[src/rtl/encode_job_ctl.sv]
// Job sequencer for the LZS encode core: takes one descriptor, clears and runs the core,
// meters source words, counts output words and returns a completion record.
module encode_job_ctl #(
   parameter int          LZF_WIDTH  = 20,
   parameter int          CLR_CYCLES = 4,
   parameter logic [15:0] TIMEOUT    = 16'hFFFF
) (
   input  logic                 clk,
   input  logic                 rst,
   input  logic                 job_valid,
   output logic                 job_ready,
   input  logic [LZF_WIDTH-1:0] job_len,
   input  logic [7:0]           job_id,
   input  logic                 src_empty_i,
   output logic                 enc_src_empty,
   output logic                 enc_rst,
   output logic                 enc_ce,
   output logic [LZF_WIDTH-1:0] enc_fi_cnt,
   output logic                 enc_m_last,
   input  logic                 enc_src_getn,
   input  logic                 enc_dst_putn,
   input  logic                 enc_endn,
   output logic                 done_valid,
   input  logic                 done_ready,
   output logic [7:0]           done_id,
   output logic [15:0]          done_out_words,
   output logic                 done_err,
   output logic                 busy
);

   typedef enum logic [2:0] {IDLE, CLR, RUN, DRAIN, DONE} state_e;

   state_e                 state_q, state_d;
   logic [7:0]             id_q, id_d;
   logic [LZF_WIDTH-1:0]   rem_w_q, rem_w_d;
   logic [LZF_WIDTH-1:0]   rem_b_q, rem_b_d;
   logic [3:0]             clr_cnt_q, clr_cnt_d;
   logic [15:0]            wd_q, wd_d;
   logic [15:0]            words_q, words_d;
   logic [7:0]             done_id_q, done_id_d;
   logic [15:0]            done_words_q, done_words_d;
   logic                   done_err_q, done_err_d;
   logic                   job_ready_q, enc_rst_q, enc_ce_q, enc_src_empty_q;
   logic                   enc_m_last_q, done_valid_q, busy_q;
   logic                   job_ready_d, enc_rst_d, enc_ce_d, enc_src_empty_d;
   logic                   enc_m_last_d, done_valid_d, busy_d;
   logic                   finish, err_flag, pop, activity;
   logic [LZF_WIDTH:0]     len_plus7;

   assign pop       = !enc_src_getn && (rem_w_q != '0);
   assign activity  = !enc_src_getn || !enc_dst_putn || !enc_endn;
   assign len_plus7 = {1'b0, job_len} + (LZF_WIDTH+1)'(7);

   // Next-state logic; completion fields are captured on the cycle the job finishes.
   always_comb begin
      state_d      = state_q;
      id_d         = id_q;
      rem_w_d      = rem_w_q;
      rem_b_d      = rem_b_q;
      clr_cnt_d    = clr_cnt_q;
      wd_d         = wd_q;
      words_d      = words_q;
      done_id_d    = done_id_q;
      done_words_d = done_words_q;
      done_err_d   = done_err_q;
      finish       = 1'b0;
      err_flag     = 1'b0;

      case (state_q)
         IDLE: begin
            if (job_valid && job_ready_q) begin
               id_d      = job_id;
               rem_b_d   = job_len;
               rem_w_d   = LZF_WIDTH'(len_plus7 >> 3);
               words_d   = '0;
               clr_cnt_d = '0;
               if (job_len == '0) begin
                  state_d = DONE;
                  finish  = 1'b1;
               end else begin
                  state_d = CLR;
               end
            end
         end
         CLR: begin
            words_d   = '0;
            wd_d      = '0;
            clr_cnt_d = clr_cnt_q + 4'd1;
            if (clr_cnt_q == 4'(CLR_CYCLES - 1)) state_d = RUN;
         end
         RUN, DRAIN: begin
            if (!enc_dst_putn && (words_q != 16'hFFFF)) words_d = words_q + 16'd1;
            wd_d = activity ? 16'd0 : wd_q + 16'd1;
            if ((state_q == RUN) && pop) begin
               rem_w_d = rem_w_q - LZF_WIDTH'(1);
               rem_b_d = (rem_b_q >= LZF_WIDTH'(8)) ? rem_b_q - LZF_WIDTH'(8) : '0;
            end
            if (!enc_endn) begin
               state_d = DONE;
               finish  = 1'b1;
            end else if (wd_d == TIMEOUT) begin
               state_d  = DONE;
               finish   = 1'b1;
               err_flag = 1'b1;
            end else if ((state_q == RUN) && (rem_w_d == '0)) begin
               state_d = DRAIN;
            end
         end
         DONE: begin
            if (done_ready) state_d = IDLE;
         end
         default: state_d = IDLE;
      endcase

      if (finish) begin
         done_id_d    = id_d;
         done_words_d = words_d;
         done_err_d   = err_flag;
      end

      job_ready_d     = (state_d == IDLE);
      enc_rst_d       = (state_d == CLR);
      enc_ce_d        = (state_d == RUN) || (state_d == DRAIN);
      enc_src_empty_d = (state_d != RUN) || src_empty_i || (rem_w_d == '0);
      enc_m_last_d    = (state_d == RUN) && (rem_w_d == LZF_WIDTH'(1));
      done_valid_d    = (state_d == DONE);
      busy_d          = (state_d != IDLE);
   end

   // Every output is a register loaded from the next-state decode.
   always_ff @(posedge clk) begin
      if (!rst) begin
         state_q         <= IDLE;
         id_q            <= '0;
         rem_w_q         <= '0;
         rem_b_q         <= '0;
         clr_cnt_q       <= '0;
         wd_q            <= '0;
         words_q         <= '0;
         done_id_q       <= '0;
         done_words_q    <= '0;
         done_err_q      <= 1'b0;
         job_ready_q     <= 1'b0;
         enc_rst_q       <= 1'b1;
         enc_ce_q        <= 1'b0;
         enc_src_empty_q <= 1'b1;
         enc_m_last_q    <= 1'b0;
         done_valid_q    <= 1'b0;
         busy_q          <= 1'b0;
      end else begin
         state_q         <= state_d;
         id_q            <= id_d;
         rem_w_q         <= rem_w_d;
         rem_b_q         <= rem_b_d;
         clr_cnt_q       <= clr_cnt_d;
         wd_q            <= wd_d;
         words_q         <= words_d;
         done_id_q       <= done_id_d;
         done_words_q    <= done_words_d;
         done_err_q      <= done_err_d;
         job_ready_q     <= job_ready_d;
         enc_rst_q       <= enc_rst_d;
         enc_ce_q        <= enc_ce_d;
         enc_src_empty_q <= enc_src_empty_d;
         enc_m_last_q    <= enc_m_last_d;
         done_valid_q    <= done_valid_d;
         busy_q          <= busy_d;
      end
   end

   assign job_ready      = job_ready_q;
   assign enc_rst        = enc_rst_q;
   assign enc_ce         = enc_ce_q;
   assign enc_src_empty  = enc_src_empty_q;
   assign enc_fi_cnt     = rem_b_q;
   assign enc_m_last     = enc_m_last_q;
   assign done_valid     = done_valid_q;
   assign done_id        = done_id_q;
   assign done_out_words = done_words_q;
   assign done_err       = done_err_q;
   assign busy           = busy_q;

endmodule

[config.mk]
export PLATFORM = sky130hd
export DESIGN_NAME = encode_job_ctl
export DESIGN_NICKNAME = d
export VERILOG_FILES = /design/src/rtl/encode_job_ctl.sv
export SDC_FILE = /design/constraint.sdc
export NUM_CORES = 1
export LEC_CHECK = 0
export ABC_AREA = 1
export BUFFER_PORTS_ARGS = -buffer_cell sky130_fd_sc_hd__buf_4
export CORE_AREA = 3 3 107 129
export CTS_CLUSTER_DIAMETER = 60
export DETAILED_ROUTE_END_ITERATION = 12
export DIE_AREA = 0 0 110 132
export PLACE_DENSITY = 0.89
export RECOVER_POWER = 50
export SLEW_MARGIN = 0
export SYNTH_ARGS = -nofsm -noshare
export SYNTH_HDL_FRONTEND = slang
export SYNTH_SLANG_ARGS = --single-unit
[constraint.sdc]
create_clock -name clk -period 4.1 [get_ports clk]
set_input_delay 0.41 -clock clk [delete_from_list [all_inputs] [get_ports clk]]
set_output_delay 0.41 -clock clk [all_outputs]
set_load 0.1 [all_outputs]
==> impl_metrics.csv, run 1 <==
group,metric,value,unit
place,port_buffers,87,
synth,yosys_warnings,0,
synth,netlist_area,7520,um^2
clock_tree,postCtsSetupBuffers,0,
cells_and_area,drive_gt1_share,10.1,%
timing,finalCriticalPeriod,3270,ps
setup_path,worst_r2r_path_depth,10,
clock_tree,clockBufferDepth,2,
synth,synth-main-ff-cell,"dfxtp_1",
cells_and_area,final_area,8620,um^2
timing,fmax,0.306,GHz
power,vdd_drop_max,0.315,mV
power,power_leakage,3.72,nW
synth,syn_avg_cell_area,6.22,um^2
job,cap_violations,0,
cells_and_area,utilization,68.0,%
timing,rsz0062_at_grt,"no",
synth,synthMostInstantiatedCell,"nand2_1",
worst_hold_path,min-delay-start,"job_len[1]",
timing,tightest_slew,1220,ps
setup_path,crit_path_start_kind,"flip-flop",
synth,synthTopCellsByCount,"336 x nand2_1, 179 x nor2_1, 130 x inv_1",
floorplanning,initial_core_util,59.4,%
floorplanning,die_w,110,um
clock_tree,tritoncts,"yes",
floorplanning,die_h,132,um
route,dr.pass1.iters,5,
place,dp.cells,1428,
timing,fin_setup_tns,0,ps
clock_tree,clock_sinks,119,
setup_path,arrival,3530,ps
setup_path,setup.worst_path.class,"flip-flop to flip-flop",
floorplanning,die_area,14500,um^2
timing,drv_slew,0,
grt,grt_pass1_vias,7582,
place,place_area,8230,um^2
route,drc,0,
clock_tree,numCtsBuffers,17,
setup_path,critPathLaunch,"state_q[2]",
synth,synth_area_leaders,"dfxtp_1 32%, nand2_1 17%, nor2_1 8.9%, inv_1 6.5%, nand3_1 5.5%",
synth,syn_inst,1209,
clock_tree,path_clk_slew,60,ps
route,viasPerCell,5.76,
route,routedWlPerCell,15.5,um
synth,synth-edff-count,0,
route,postRouteAntennaNets,0,
synth,synthDistinctLibCells,45,
clock_tree,cts-resized-gates,0,
grt,grt_max_degree,49,
grt,antenna_found_initial,0,
timing,setup_violations,0,
clock_tree,hold_buffers,0,
clock_tree,cts_root_buffer,"clkbuf_16",
route,wirelength,22600,um
cells_and_area,syn_to_final_growth,14.5,%
worst_hold_path,min_path_cells,3,
cells_and_area,final_cells,1460,
setup_path,r2r_start,"state_q[2]",
timing,slew_headroom,19.0,%
timing,finalHoldViolations,0,
place,dp_slack,1290,ps
worst_hold_path,hp-class,"input port to flip-flop",
power,power_density,413,nW/um^2
setup_path,worstSetupEndpointType,"flip-flop",
grt,grt_pass1_wl,36000,um
grt,grtUsageTotal,30.9,%
setup_path,worstPathRequired,4360,ps
cells_and_area,fin_nets,1324,
floorplanning,core_area,12700,um^2
place,hpwl,16200,um
route,drt-initial-drc-count,910,
synth,synth.ff_latch_count,119,
synth,synth.top_cell.area_share,31.7,%
timing,finalCritPeriodShare,79.8,%
place,gp_congestion,1.01,
floorplanning,ios,88,
cells_and_area,diodes,0,
synth,async_reset_ff_share,0,%
route,num_vias,8405,
setup_path,critPathMaxFanout,21,
grt,overflow,0,
timing,skew,8.37,ps
clock_tree,insertion_delay,420,ps
synth,syn_nets,1250,
synth,yosysSeqAreaShare,31.7,%
floorplanning,rows,45,
timing,setup_ws,829,ps
synth,yosysTopAreaCell,"dfxtp_1",
clock_tree,htreeDepth,4,
outcome,outcome,"completed",
-- cell usage in the layout, fill, tap and decap left out, drive strengths merged, types with 5 or more instances in the layout --
| master | count |
|---|---|
| nand2 | 348 |
| nor2 | 198 |
| inv | 141 |
| dfxtp | 119 |
| nand3 | 86 |
| a21oi | 83 |
| clkbuf | 72 |
| o21ai | 70 |
| buf | 39 |
| nand4 | 28 |
| xor2 | 18 |
| nor3 | 17 |
| a31oi | 9 |
| nor4 | 8 |
| o22ai | 8 |
| mux2i | 8 |
| clkinv | 8 |
| nand3b | 7 |
| o211ai | 6 |
| ha | 5 |
-- routing by layer --
layer	global-route usage (%)	part of all wire, %
met1	36.3	39
met2	51.2	48
met3	6.22	7.1
met4	18.2	5.7
met5	0	0
-- worst paths after layout --
| path | end | slack, ps |
|---|---|---|
| setup / recovery | enc_fi_cnt[3] | 830 |
| hold / removal | enc_fi_cnt[1] | 250 |
| setup reg to reg | enc_fi_cnt[3] | 830 |
| hold reg to reg | clr_cnt_q[3] | 460 |
-- layout make-up --
| type | instances | area, um^2 |
|---|---|---|
| repair buffers | 93 | 497 |
| fillers | 1104 | 4050 |
| flip-flops and latches | 119 | 2380 |
| clock buffers | 18 | 429 |
| multi-input cells | 914 | 4420 |
| well taps | 164 | 205 |
| inverters | 138 | 520 |
| clock inverters | 14 | 166 |
-- where the power goes --
| group | total [mW] | leakage, nW | internal, mW | switching (mW) |
|---|---|---|---|---|
| clock | 1.52 | 0.288 | 0.912 | 0.604 |
| combinational | 0.794 | 2.47 | 0.210 | 0.585 |
| sequential | 1.25 | 0.965 | 1.20 | 0.0552 |
-- sequential cells by signal, indices dropped and copies added, names as in the netlist --
signal	count
busy	1
clr_cnt_q	4
done_err	1
done_id	8
done_out_words	16
done_valid	1
enc_ce	1
enc_fi_cnt	20
enc_m_last	1
enc_rst	1
enc_src_empty	1
id_q	8
job_ready	1
rem_w_q	20
state_q	3
wd_q	16
words_q	16
-- cell families (layout without fill, tap and decap cells) --
group	after synthesis	in the layout	share of synthesized area (%)
compound gates	186	186	14.3
buf+inv	176	263	9.51
fa+ha+maj	5	5	0.831
xor+xnor	20	20	2.33
mux	8	8	1.06
simple gates	695	695	40.3
flops	119	119	31.7
-- metrics by stage --
stage	total power [mW]	hold WS [ps]
6_report	3.56	250
4_1_cts	3.57	246
2_1_floorplan	1.87	444
3_3_place_gp	2.06	452
5_1_grt	3.69	264
3_5_place_dp	2.07	459
-- critical path, stage by stage, from the launching register on --
cell	delay [ps]
dfxtp_1	330
inv_1	110
nand2_1	490
nor3_2	260
buf_4	220
nand2_1	420
a21oi_2	490
buf_4	290
inv_1	190
a21oi_1	190
a221oi_1	110
(Power assumes the default switching activity.)
==> run 2, diff against run 1 <==
ABC_AREA = 0   (was 1)
CORE_AREA = 3 3 104 126   (was 3 3 107 129)
DIE_AREA = 0 0 107 129   (was 0 0 110 132)
clock period = 3.3 ns   (was 4.1 ns; I/O delays follow)
==> run 2 against run 1 <==
  * Critical endpoint is now enc_m_last
  * Clock skew rose by 2.9 ps
  * Clock power rose by 22%
  * Global-route usage rose by 2.3 points
  * Sequential share of layout area rose by 0.77 points
  * Routed wire length fell by 0.24%
  * Register-to-register slack got worse by 630 ps
  * Non-clock buffer count rose by 33
  * Largest power group unchanged
  * Sequential power rose by 22%
  * Final cell count fell by 20%
  * Utilization rose by 1.5 points
==> impl_metrics.csv, run 2 <==
group,metric,value,unit
setup_path,critPathTopFamily,"simple AND/OR/NAND/NOR gates",
timing,skew,11.2,ps
cells_and_area,layout_common_cells,"119 x dfxtp_1, 110 x nor2_1, 82 x nand2_1",
timing,slew_headroom,16.8,%
route,viasPerCell,6.48,
route,routedWlPerCell,19.3,um
setup_path,worstSetupEndpointType,"flip-flop",
clock_tree,path_clk_slew,60,ps
power,power_leakage,3.16,nW
route,wirelength,22600,um
power,pwr-share-seq,36.3,%
setup_path,max_stage_delay,560,ps
timing,fmax,0.323,GHz
synth,synth-edff-count,0,
timing,tightest_slew,1250,ps
setup_path,critPathMaxFanout,9,
synth,synthTopCellsByCount,"119 x dfxtp_1, 110 x nor2_1, 82 x nand2_1",
grt,grt_max_degree,51,
synth,synthMostInstantiatedCell,"dfxtp_1",
clock_tree,clockBufferDepth,2,
cells_and_area,layout_commonest_cell,"dfxtp_1",
power,vdd_drop_max,0.378,mV
cells_and_area,syn_to_final_growth,18.6,%
timing,rsz0062_at_grt,"no",
synth,synth_area_leaders,"dfxtp_1 34%, nor2_1 5.8%, nand2_1 4.4%, a21oi_1 4.2%, o21ai_0 3.3%",
place,port_buffers,87,
grt,grtUsageTotal,33.2,%
power,clockPowerShare,44.6,%
synth,yosysTopAreaCell,"dfxtp_1",
clock_tree,numCtsBuffers,17,
floorplanning,core_area,12100,um^2
setup_path,crit_path_end,"enc_m_last",
synth,yosysSeqAreaShare,33.7,%
worst_hold_path,hp-class,"input port to flip-flop",
grt,overflow,0,
grt,antenna_found_initial,0,
power,switchingPower,1.33,mW
setup_path,critPathLaunch,"rem_w_q[7]",
synth,synthDistinctLibCells,85,
clock_tree,tritoncts,"yes",
timing,setup_violations,0,
timing,finalHoldViolations,0,
clock_tree,cts_root_buffer,"clkbuf_16",
setup_path,worst-path-stages,10,
timing,finalCriticalPeriod,3100,ps
power,pwr-share-comb,19.1,%
floorplanning,ios,88,
grt,grt_pass1_vias,7160,
setup_path,arrival,3430,ps
setup_path,crit_path_start_kind,"flip-flop",
synth,syn_inst,913,
route,drt-initial-drc-count,644,
cells_and_area,drive_gt1_share,14.3,%
setup_path,worst_r2r_path_depth,10,
setup_path,cp_slowest_cell,"dfxtp_1",
setup_path,timing.rr.end,"enc_m_last",
clock_tree,insertion_delay,420,ps
floorplanning,rows,44,
place,hpwl,15800,um
synth,synth.ff_latch_count,119,
place,gp_congestion,1.03,
setup_path,reg2reg_slack,200,ps
route,drc,0,
outcome,outcome,"completed",
setup_path,worstPathRequired,3630,ps
synth,synth.top_cell.area_share,33.7,%
cells_and_area,diodes,0,
synth,netlist_area,7070,um^2
clock_tree,clock_sinks,119,
floorplanning,die_area,13800,um^2
power,power_density,498,nW/um^2
floorplanning,die_w,107,um
synth,synth-main-ff-cell,"dfxtp_1",
route,num_vias,7584,
synth,syn_avg_cell_area,7.74,um^2
grt,grt_pass1_wl,37000,um
setup_path,critPathBufInv,2,
power,swShare,31.8,%
setup_path,path_cells,"nor4_4, buf_4, and4_1, buf_4, a2111oi_1, xnor2_1, o221a_2, nand4_1, or4_4, nor4bb_2",
synth,syn_nets,954,
setup_path,setup.worst_path.class,"flip-flop to flip-flop",
floorplanning,die_h,129,um
clock_tree,htreeDepth,4,
worst_hold_path,min-delay-start,"src_empty_i",
timing,drv_slew,0,
synth,yosys_warnings,0,
setup_path,crit_top_cell,"buf_4",
cells_and_area,fin_nets,1038,
power,p_int,2.85,mW
timing,whs,127,ps
floorplanning,initial_core_util,58.6,%
setup_path,r2r_start,"rem_w_q[7]",
timing,finalCritPeriodShare,93.9,%
timing,fin_setup_tns,0,ps
synth,async_reset_ff_share,0,%
route,postRouteAntennaNets,0,
cells_and_area,fillers,1014,
job,cap_violations,0,
route,dr.pass1.iters,6,
run 2: repair_timing:
action	in CTS	in global routing
setup endpoints to repair	0	2
resized for setup	0	6
setup buffers	0	3
hold buffers	0	0
run 2: logic make-up after synthesis:
group	after synthesis	share of synthesized area (%)
compound gates	236	22.8
xor+xnor	24	2.97
fa+ha+maj	5	0.885
buf+inv	85	5.18
flops	119	33.7
mux	19	2.73
simple gates	425	31.7
run 2: layout make-up:
cell class                      instances  area (um^2)  area share (%)
Clock buffer                           17          425            5.07
Sequential cell                       119         2380            28.4
Tap cell                              161          201            2.40
Timing Repair Buffer                  126          764            9.12
Multi-Input combinational cell        709         4350            51.9
Clock inverter                         15          169            2.01
Inverter                               24         90.1            1.07
run 2: worst min path at each step:
stage                                     to  depth (start not counted)
after global routing           enc_src_empty                          3
after detailed placement  done_out_words[11]                          2
final                          enc_src_empty                          3
after floorplan                 clr_cnt_q[3]                          1
after global placement     done_out_words[6]                          2
after CTS                      enc_src_empty                          3
run 2: through the flow:
stage	std cells	utilization [%]	worst slack, ps	power, mW	cell area, um^2
2_1_floorplan	913	-	126	2.09	7070
3_3_place_gp	1136	66.0	68.7	2.33	7960
3_5_place_dp	1136	66.0	113	2.33	7960
4_1_cts	1168	71.0	78.5	4.18	8550
5_1_grt	1171	69.5	19.6	4.31	8380
6_report	1171	69.5	200	4.18	8380
run 2: layer usage:
metal	track usage [%]	part of all wire (%)	vias up
li1	-	-	3567
met1	41.1	39	3557
met2	56.2	50	394
met3	6.27	8.3	66
met5	0	0	-
met4	15.3	3.2	0
run 2: worst min-delay path: cells and delay by family:
family | cells | cell delay [ps]
compound gates | 1 | 60
buf+inv | 2 | 130
run 2: power groups by stage:
stage / Sequential (mW) / Combinational, mW / Clock (mW)
2_1_floorplan: 1.66 / 0.429 / 0
3_3_place_gp: 1.55 / 0.785 / 0
3_5_place_dp: 1.55 / 0.783 / 0
4_1_cts: 1.52 / 0.790 / 1.88
5_1_grt: 1.52 / 0.856 / 1.93
6_report: 1.52 / 0.797 / 1.86
